## config.mk

```make
export PLATFORM = sky130hd
export DESIGN_NAME = cnn_window_gen_flat
export DESIGN_NICKNAME = d
export VERILOG_FILES = /design/src/rtl/cnn_window_gen_if.sv /design/src/rtl/cnn_window_gen.sv /design/src/flat_wrapper.sv
export SDC_FILE = /design/constraint.sdc
export NUM_CORES = 1
export LEC_CHECK = 0
export CORE_MARGIN = 5
export CORE_UTILIZATION = 50
export DETAILED_ROUTE_END_ITERATION = 7
export PLACE_DENSITY = 0.68
export SYNTH_ARGS = -nofsm -noshare
export SYNTH_HDL_FRONTEND = slang
export SYNTH_SLANG_ARGS = --single-unit
```

## constraint.sdc

```tcl
create_clock -name clk -period 10.1 [get_ports clk]
set_input_delay 3.03 -clock clk [delete_from_list [all_inputs] [get_ports clk]]
set_output_delay 3.03 -clock clk [all_outputs]
set_load 0.03 [all_outputs]
```

## src/rtl/cnn_window_gen_if.sv

```systemverilog
// cnn_window_gen_if: pixel-stream in / window-stream out bundle for cnn_window_gen.
//   i_in_valid, i_sof, i_pixel      : raster pixel stream into the window generator
//   o_ot_valid, o_window, o_frame_done : KXxKY window stream to the convolution consumer
// Modports: master = stream producer / window consumer, slave = window generator.
interface cnn_window_gen_if #(
  parameter int unsigned I_F_BW = 8,
  parameter int unsigned KX     = 5,
  parameter int unsigned KY     = 5
);
  logic                       i_in_valid;
  logic                       i_sof;
  logic [I_F_BW-1:0]          i_pixel;
  logic                       o_ot_valid;
  logic [KX*KY*I_F_BW-1:0]    o_window;
  logic                       o_frame_done;

  modport master (
    output i_in_valid, i_sof, i_pixel,
    input  o_ot_valid, o_window, o_frame_done
  );

  modport slave (
    input  i_in_valid, i_sof, i_pixel,
    output o_ot_valid, o_window, o_frame_done
  );
endinterface

```

## src/rtl/cnn_window_gen.sv

```systemverilog
// cnn_window_gen: sliding KXxKY window generator for a raster pixel stream.
// Ports:
//   clk   : single rising-edge clock
//   reset : asynchronous active-high reset (aborts the current frame)
//   bus   : cnn_window_gen_if.slave (pixel stream in, window stream out)
// Window element (r,c) is at o_window[(r*KX+c)*I_F_BW +: I_F_BW], r=0 oldest row,
// c=0 oldest column. KY-1 line buffers feed the upper rows of each new column.
// Optional build macro CNN_WIN_STRIDE2_EN: only flag windows at even row/col
// offsets from the first valid window (stride 2); frame-done timing is unchanged.
module cnn_window_gen #(
  parameter int unsigned I_F_BW = 8,
  parameter int unsigned KX     = 5,
  parameter int unsigned KY     = 5,
  parameter int unsigned IMG_W  = 28,
  parameter int unsigned IMG_H  = 28
) (
  input  logic             clk,
  input  logic             reset,
  cnn_window_gen_if.slave  bus
);

  localparam int unsigned CW = (IMG_W > 1) ? $clog2(IMG_W) : 1;
  localparam int unsigned RW = (IMG_H > 1) ? $clog2(IMG_H) : 1;
  localparam int unsigned NB = KY - 1;
  localparam int unsigned WB = KX * KY * I_F_BW;

  logic [CW-1:0]     col;
  logic [RW-1:0]     row;
  logic [CW-1:0]     pos_col;
  logic [RW-1:0]     pos_row;
  logic              accept;
  logic              win_hit;
  logic              last_pix;
  logic              stride_ok;
  logic              ot_valid;
  logic              frame_done;
  logic [WB-1:0]     window_flat;

  logic [I_F_BW-1:0] lb     [NB][IMG_W];
  logic [I_F_BW-1:0] win    [KY][KX];
  logic [I_F_BW-1:0] col_in [KY];

  assign accept = bus.i_in_valid;

  // Position of the pixel being accepted; i_sof forces (0,0) to resync.
  always_comb begin
    pos_col = bus.i_sof ? '0 : col;
    pos_row = bus.i_sof ? '0 : row;
  end

`ifdef CNN_WIN_STRIDE2_EN
  localparam logic ROW_PAR = 1'((KY - 1) % 2);
  localparam logic COL_PAR = 1'((KX - 1) % 2);
  assign stride_ok = (pos_row[0] == ROW_PAR) && (pos_col[0] == COL_PAR);
`else
  assign stride_ok = 1'b1;
`endif

  // Full window only once KY rows and KX columns of this row are in; this also
  // masks row-wrap straddles and stale line-buffer data from an earlier frame.
  always_comb begin
    win_hit  = (pos_row >= RW'(KY - 1)) && (pos_col >= CW'(KX - 1)) && stride_ok;
    last_pix = (pos_row == RW'(IMG_H - 1)) && (pos_col == CW'(IMG_W - 1));
  end

  // New column: line buffers oldest-first on top, live pixel at the bottom.
  always_comb begin
    for (int unsigned r = 0; r < NB; r++) begin
      col_in[r] = lb[r][pos_col];
    end
    col_in[KY-1] = bus.i_pixel;
  end

  // Line buffers need no reset: their contents are masked until refilled.
  always_ff @(posedge clk) begin
    if (accept) begin
      for (int unsigned r = 0; r < NB; r++) begin
        lb[r][pos_col] <= col_in[r+1];
      end
    end
  end

  // Window shift register, position counters and output strobes.
  always_ff @(posedge clk or posedge reset) begin
    if (reset) begin
      for (int unsigned r = 0; r < KY; r++) begin
        for (int unsigned c = 0; c < KX; c++) begin
          win[r][c] <= '0;
        end
      end
      col        <= '0;
      row        <= '0;
      ot_valid   <= 1'b0;
      frame_done <= 1'b0;
    end else begin
      ot_valid   <= accept && win_hit;
      frame_done <= accept && last_pix;
      if (accept) begin
        for (int unsigned r = 0; r < KY; r++) begin
          for (int unsigned c = 0; c + 1 < KX; c++) begin
            win[r][c] <= win[r][c+1];
          end
          win[r][KX-1] <= col_in[r];
        end
        if (pos_col == CW'(IMG_W - 1)) begin
          col <= '0;
          row <= (pos_row == RW'(IMG_H - 1)) ? '0 : pos_row + RW'(1);
        end else begin
          col <= pos_col + CW'(1);
          row <= pos_row;
        end
      end
    end
  end

  // Flatten the window registers onto the output bus.
  always_comb begin
    window_flat = '0;
    for (int unsigned r = 0; r < KY; r++) begin
      for (int unsigned c = 0; c < KX; c++) begin
        window_flat[(r*KX+c)*I_F_BW +: I_F_BW] = win[r][c];
      end
    end
  end

  assign bus.o_ot_valid   = ot_valid;
  assign bus.o_frame_done = frame_done;
  assign bus.o_window     = window_flat;

endmodule

```

## src/flat_wrapper.sv

```systemverilog
// flat-port wrapper written by rule: the top's interface ports become plain ports
module cnn_window_gen_flat 
#(
  parameter int unsigned I_F_BW = 8,
  parameter int unsigned KX     = 5,
  parameter int unsigned KY     = 5,
  parameter int unsigned IMG_W  = 28,
  parameter int unsigned IMG_H  = 28
)
  (clk, reset, bus_i_in_valid, bus_i_sof, bus_i_pixel, bus_o_ot_valid, bus_o_window, bus_o_frame_done);
  cnn_window_gen_if #(.I_F_BW(I_F_BW), .KX(KX), .KY(KY)) bus_i ();
  input  logic clk;
  input  logic reset;
  input wire logic [$bits(bus_i.i_in_valid)-1:0] bus_i_in_valid;
  input wire logic [$bits(bus_i.i_sof)-1:0] bus_i_sof;
  input wire logic [$bits(bus_i.i_pixel)-1:0] bus_i_pixel;
  output wire logic [$bits(bus_i.o_ot_valid)-1:0] bus_o_ot_valid;
  output wire logic [$bits(bus_i.o_window)-1:0] bus_o_window;
  output wire logic [$bits(bus_i.o_frame_done)-1:0] bus_o_frame_done;
  assign bus_i.i_in_valid = bus_i_in_valid;
  assign bus_i.i_sof = bus_i_sof;
  assign bus_i.i_pixel = bus_i_pixel;
  assign bus_o_ot_valid = bus_i.o_ot_valid;
  assign bus_o_window = bus_i.o_window;
  assign bus_o_frame_done = bus_i.o_frame_done;
  cnn_window_gen #(.I_F_BW(I_F_BW), .KX(KX), .KY(KY), .IMG_W(IMG_W), .IMG_H(IMG_H)) u_core (.clk(clk), .reset(reset), .bus(bus_i));
endmodule
```

==> impl_metrics.yaml, run 1 <==
synth:
  ys.flop_type: "edfxtp_1"
  synth_cell_type_count: 73
  syn_area_per_cell_um2: 17.4
  synth_seq_cells: 1108
  ys_async_sr_fraction: 0.191
  synth_area_um2: 42800
  mappedNetlistNets: 2469
  synth-edff-count: 896
  seq_area_frac_synth: 0.752
  syn_inst: 2455
  yosysWarnings: 0
global_route:
  antenna_found_initial: 6
  grt.total_usage: 0.261
  global_route.usage.met1: 0.360
  grt_max_degree: 122
  use_met2: 0.403
  grt_pass1_vias: 24600
  grt_overflow: 0
  grtUsageMet3: 0.0671
  top_usage_layer: "met2"
  grt_pass1_wl_mm: 174
worst_setup_path:
  r2r_cells: 6
  cp-end-kind: "flop"
  r2r_end: "u_core.lb[3][170]"
  cp_data_required_time_ps: 10430
  crit_chain: "buf_4, buf_4, and2b_1, inv_2, ha_1, nand2_1, nor2_4, buf_4"
  worst_path_dominant_cell_family: "buffers and inverters"
  r2r-start: "u_core.col[1]"
  cp.arrival_ps: 6850
  cpMostUsedCell: "buf_4"
  slowest_stage: "nor2_4"
  worst-path-max-fanout: 48
  cp.depth: 8
  worstSetupStartpointType: "primary input"
  r2r_setup_slack_ps: 5030
  crit_type: "in2reg"
  path_buf_inv: 4
  max_stage_delay_ps: 830
cells_and_area:
  areaGrowthSynthToFinish_pct: 16.4
  drive_gt1_frac: 0.198
  fin_nets: 2707
  fillers: 6262
  fin_util: 0.585
floorplan:
  core_area_um2: 85100
  die_h_um: 303
  ios: 214
  initial_core_util: 0.503
  rows: 107
  die_w_um: 303
  dieArea_um2: 91600
hold_path:
  min_path_type: "reg2reg"
  min-delay-start: "u_core.bus.o_window[161]"
  hold_depth: 1
  holdPathEnd: "u_core.bus.o_window[161]"
clocking:
  htree_levels: 3
  post-cts-setup-buffers: 0
  clk_pin_slew_ps: 60
  cts-root-buf: "clkbuf_16"
  ctsLongestPathBuffers: 3
  tritoncts: "yes"
  cts-resized-gates: 0
  cts.sinks: 1108
  hold_buffers: 0
  clk_latency_ps: 680
  cts_buffers: 105
pwr:
  power_density_nw_per_um2: 241
  ir_drop_mv: 0.142
  p_leak_nw: 16.8
drt:
  vias: 25300
  post-route-drc-count: 2
  routedWlPerCell_um: 31.0
  antenna_left: 0
  drt-total-wl_mm: 122
  vias_per_cell: 6.44
  dr.first_iter.drc_count: 3959
  first_pass_iters: 8
sta:
  rsz0062_at_grt: "no"
  fin_crit_ps: 6520
  worstMarginPinSlew_ps: 1170
  skew_ps: 32.3
  maxSlewViolCount: 0
  finalHoldViolCount: 0
  tns_ps: 0
  fmax_ghz: 0.153
  setup_viol_count_final: 0
  finalCritPeriodShare: 0.645
  max_slew_margin: 0.216
outcome:
  violations: "design-rule violations"
  outcome: "finished, violations left"
placement:
  gp_congestion: 0.881
  port_buffers: 213
  dp_hpwl_mm: 70.7
job:
  drv_cap: 0
cells by family after synthesis:
family,after synthesis,synth area share
adders and majority gates,2,0.000584
AOI/OAI and AO/OA,455,0.0789
buffers and inverters,172,0.0197
muxes,410,0.112
DFF,1108,0.752
and+or+nand+nor,308,0.0370
flip-flops by register name (all words and copies together) (netlist names):
name,flops
u_core.bus.o_frame_done,1
u_core.bus.o_ot_valid,1
u_core.bus.o_window,200
u_core.col,5
u_core.lb,896
u_core.row,5
worst max-delay path by stage:
stage	slack [ps]	startpoint	end
CTS	3740	bus_i_sof	u_core.lb[2][191]
finish	3580	bus_i_sof	u_core.lb[2][191]
detailed placement	3050	bus_i_sof	u_core.lb[1][185]
floorplan	1280	reset	u_core.bus.o_frame_done
global placement	3140	bus_i_sof	u_core.lb[1][191]
global route	3580	bus_i_sof	u_core.lb[2][191]
Yosys cell counts (all sizes together) (3+ instances only):
library cell,count,share of area
a2111oi,4,0.00082
a211oi,14,0.0025
a21oi,72,0.0084
a221o,7,0.0016
a221oi,37,0.0076
a222oi,39,0.0091
a22o,4,0.00082
a22oi,40,0.0070
a2bb2oi,11,0.0022
a31oi,28,0.0041
a41oi,6,0.0012
and2,9,0.0013
and3b,4,0.00082
buf,90,0.013
clkbuf,71,0.0062
dfrtp,212,0.12
edfxtp,896,0.63
inv,9,0.00079
mux2,242,0.064
mux2i,139,0.032
mux4,29,0.015
nand2,78,0.0068
nand2b,5,0.00073
nand3,16,0.0019
nand3b,3,0.00053
nand4,3,0.00044
nor2,100,0.0088
nor2b,19,0.0028
nor3,10,0.0012
nor3b,40,0.0072
nor4b,3,0.0011
o211ai,8,0.0014
o21ai,59,0.0069
o221a,12,0.0032
o221ai,45,0.0092
o22a,10,0.0020
o22ai,29,0.0044
o2bb2ai,4,0.00082
o32a,6,0.0014
o32ai,6,0.0012
or3,3,0.00044
metal layers:
layer / part of all wire / up-vias
li1: - / 10300
met1: 0.38 / 12800
met2: 0.46 / 1877
met3: 0.12 / 333
met4: 0.043 / 2
met5: 0.000090 / -
per-stage QoR:
stage | area, um^2 | worst slack (ps) | power [mW] | hold slack, ps | std cells
6_report | 49800 | 3580 | 12.0 | 504 | 3931
5_1_grt | 49800 | 3580 | 12.4 | 521 | 3927
4_1_cts | 49800 | 3740 | 12.0 | 507 | 3927
3_5_place_dp | 46500 | 3050 | 8.28 | 494 | 3730
3_3_place_gp | 46500 | 3140 | 8.21 | 489 | 3730
2_1_floorplan | 42800 | 1280 | 7.16 | 480 | 2455
cell type report:
| type | instances | area (um^2) | area share |
|---|---|---|---|
| multi-input combinational | 1175 | 10000 | 0.202 |
| timing repair buffer | 292 | 2750 | 0.0552 |
| clock inverter | 45 | 407 | 0.00816 |
| clock buffer | 152 | 2930 | 0.0587 |
| tap | 1144 | 1430 | 0.0287 |
| inverter | 11 | 48.8 | 0.000979 |
| antenna | 4 | 10.0 | 0.000201 |
| sequential | 1108 | 32200 | 0.646 |
power breakdown:
group          switching [mW]  internal, mW
logic                    1.54         0.885
clock network            1.65          2.17
registers               0.275          5.50
placed cells by master, fill, tap and decap left out, drive strengths merged, types with 8 or more instances in the layout:
master         synthesis  layout
nand3                 16      16
nand2                 78      78
mux4                  29      29
a31oi                 28      28
o22a                  10      10
buf                   90      81
mux2                 242     242
o22ai                 29      29
o211ai                 8       8
a2bb2oi               11      11
nor3                  10      10
a211oi                14      14
o221a                 12      12
nor2b                 19      19
dfrtp                212     212
and2                   9       9
a221oi                37      37
mux2i                139     139
clkdlybuf4s50          0     211
nor2                 100     100
a222oi                39      39
edfxtp               896     896
clkbuf                71     152
clkinv                 2      32
a22oi                 40      40
nor3b                 40      40
inv                    9      15
o21ai                 59      59
o221ai                45      45
a21oi                 72      72
(Power assumes the default switching activity.)
==> run 2: changes to the inputs <==
--- a/config.mk
+++ b/config.mk
@@ -8,7 +8,7 @@
 export CORE_MARGIN = 5
 export CORE_UTILIZATION = 50
 export DETAILED_ROUTE_END_ITERATION = 7
-export PLACE_DENSITY = 0.68
+export PLACE_DENSITY = 0.71
 export SYNTH_ARGS = -nofsm -noshare
 export SYNTH_HDL_FRONTEND = slang
 export SYNTH_SLANG_ARGS = --single-unit
==> constraint.sdc (replaced) <==
create_clock -name clk -period 5.86 [get_ports clk]
set_input_delay 1.758 -clock clk [delete_from_list [all_inputs] [get_ports clk]]
set_output_delay 1.758 -clock clk [all_outputs]
set_load 0.03 [all_outputs]
==> run 2 against run 1 <==
Compared with the run above:
- the flow now finishes without violations
- via count is 2.1% higher
- non-clock buffer count is 42 higher
- largest power group unchanged
- worst setup slack got worse by 2100 ps
- count of clock-buffer cells in the layout grew 3
==> impl_metrics.yaml, run 2 (synthesized netlist as in run 1, its figures left out) <==
outcome:
  outcome: "completed"
worst_setup_path:
  cp-end-kind: "flop"
  crit_start: "bus_i_sof"
  cp_data_required_time_ps: 6170
  worst-path-max-fanout: 36
  crit_end: "u_core.lb[2][50]"
  worstSetupStartpointType: "primary input"
  r2r_cells: 7
  cp.arrival_ps: 4740
  r2r_end: "u_core.lb[0][177]"
  crit_type: "in2reg"
  r2r-start: "u_core.col[0]"
  r2r_setup_slack_ps: 1700
placement:
  gp_congestion: 0.893
  place_area_um2: 47000
  port_buffers: 213
  dp_hpwl_mm: 74.8
clocking:
  clk_latency_ps: 680
  cts.sinks: 1108
  ctsLongestPathBuffers: 3
  tritoncts: "yes"
  clk_pin_slew_ps: 60
  post-cts-setup-buffers: 0
  cts-root-buf: "clkbuf_16"
  htree_levels: 3
  hold_buffers: 0
  cts-resized-gates: 0
  cts_buffers: 106
drt:
  post-route-drc-count: 0
  antenna_left: 0
  first_pass_iters: 7
  drt-total-wl_mm: 123
  vias_per_cell: 6.51
  vias: 25900
  dr.first_iter.drc_count: 4114
  routedWlPerCell_um: 31.0
floorplan:
  initial_core_util: 0.503
  rows: 107
  core_area_um2: 85100
  die_h_um: 303
  die_w_um: 303
  ios: 214
  dieArea_um2: 91600
global_route:
  use_met2: 0.417
  grt_pass1_wl_mm: 176
  antenna_found_initial: 6
  global_route.usage.met1: 0.355
  grt_pass1_vias: 25000
  grt.total_usage: 0.263
  grt_overflow: 0
  grtUsageMet3: 0.0575
  grt_max_degree: 130
  top_usage_layer: "met2"
pwr:
  ir_drop_mv: 0.321
  power_density_nw_per_um2: 419
  p_leak_nw: 17.2
  totalPowerFinal_mw: 21.2
cells_and_area:
  regMostFlops: "u_core.lb"
  fin_nets: 2750
  design_area_um2: 50600
  mostFrequentLayoutCell: "edfxtp_1"
  areaGrowthSynthToFinish_pct: 18.2
  drive_gt1_frac: 0.220
  largest_reg_flops: 896
  n_antenna_cell: 0
  layout_common_cells: "edfxtp_1, mux2_2, clkdlybuf4s50_1"
job:
  drv_cap: 0
sta:
  fmax_ghz: 0.226
  tns_ps: 0
  finalCritPeriodShare: 0.755
  fin_crit_ps: 4420
  setup_viol_count_final: 0
  finalHoldViolCount: 0
  skew_ps: 38.6
  rsz0062_at_grt: "no"
  maxSlewViolCount: 0
  max_slew_margin: 0.144
  worstMarginPinSlew_ps: 1280
hold_path:
  hold_depth: 1
  min_path_type: "reg2reg"
[run 2: worst max-delay path, stage by stage]
cell	delay (ps)
buf_4	280
nor3b_4	900
buf_4	510
a222oi_1	140
o22ai_1	220
nor2_1	120
nand3_1	710
[run 2: metal layers]
layer | up-vias | wire length [um]
met5 | - | 27
met4 | 4 | 6480
met3 | 420 | 15800
met2 | 2083 | 57200
met1 | 12900 | 43900
li1 | 10400 | -
[run 2: worst min-delay path by stage]
stage                                   startpoint                       end
final                      u_core.bus.o_window[46]   u_core.bus.o_window[46]
after global routing        u_core.bus.o_window[6]    u_core.bus.o_window[6]
after CTS                   u_core.bus.o_window[5]    u_core.bus.o_window[5]
after detailed placement    u_core.bus.o_window[5]    u_core.bus.o_window[5]
after global placement    u_core.bus.o_window[160]  u_core.bus.o_window[160]
after floorplan                      u_core.row[1]             u_core.row[1]
[run 2: metrics by stage]
stage | util | std cells | hold WS [ps] | worst slack [ps]
4_1_cts | 0.595 | 3973 | 508 | 1650
3_3_place_gp | 0.552 | 3772 | 489 | 1000
6_report | 0.595 | 3973 | 503 | 1440
5_1_grt | 0.595 | 3973 | 518 | 1420
2_1_floorplan | - | 2455 | 480 | 1130
3_5_place_dp | 0.552 | 3772 | 495 | 967
[run 2: power breakdown]
part           switching (mW)  leakage (nW)  internal [mW]
Clock                    2.93          1.78           4.10
Combinational            2.63          4.88           1.58
Sequential              0.509          10.5           9.46
[run 2: cell type report]
cell class | count | area (um^2)
Clock buffer | 155 | 3080
Clock inverter | 46 | 543
Fill cell | 6157 | 34500
Inverter | 11 | 45.0
Multi-Input combinational cell | 1175 | 10000
Sequential cell | 1108 | 32200
Tap cell | 1144 | 1430
Timing Repair Buffer | 334 | 3270
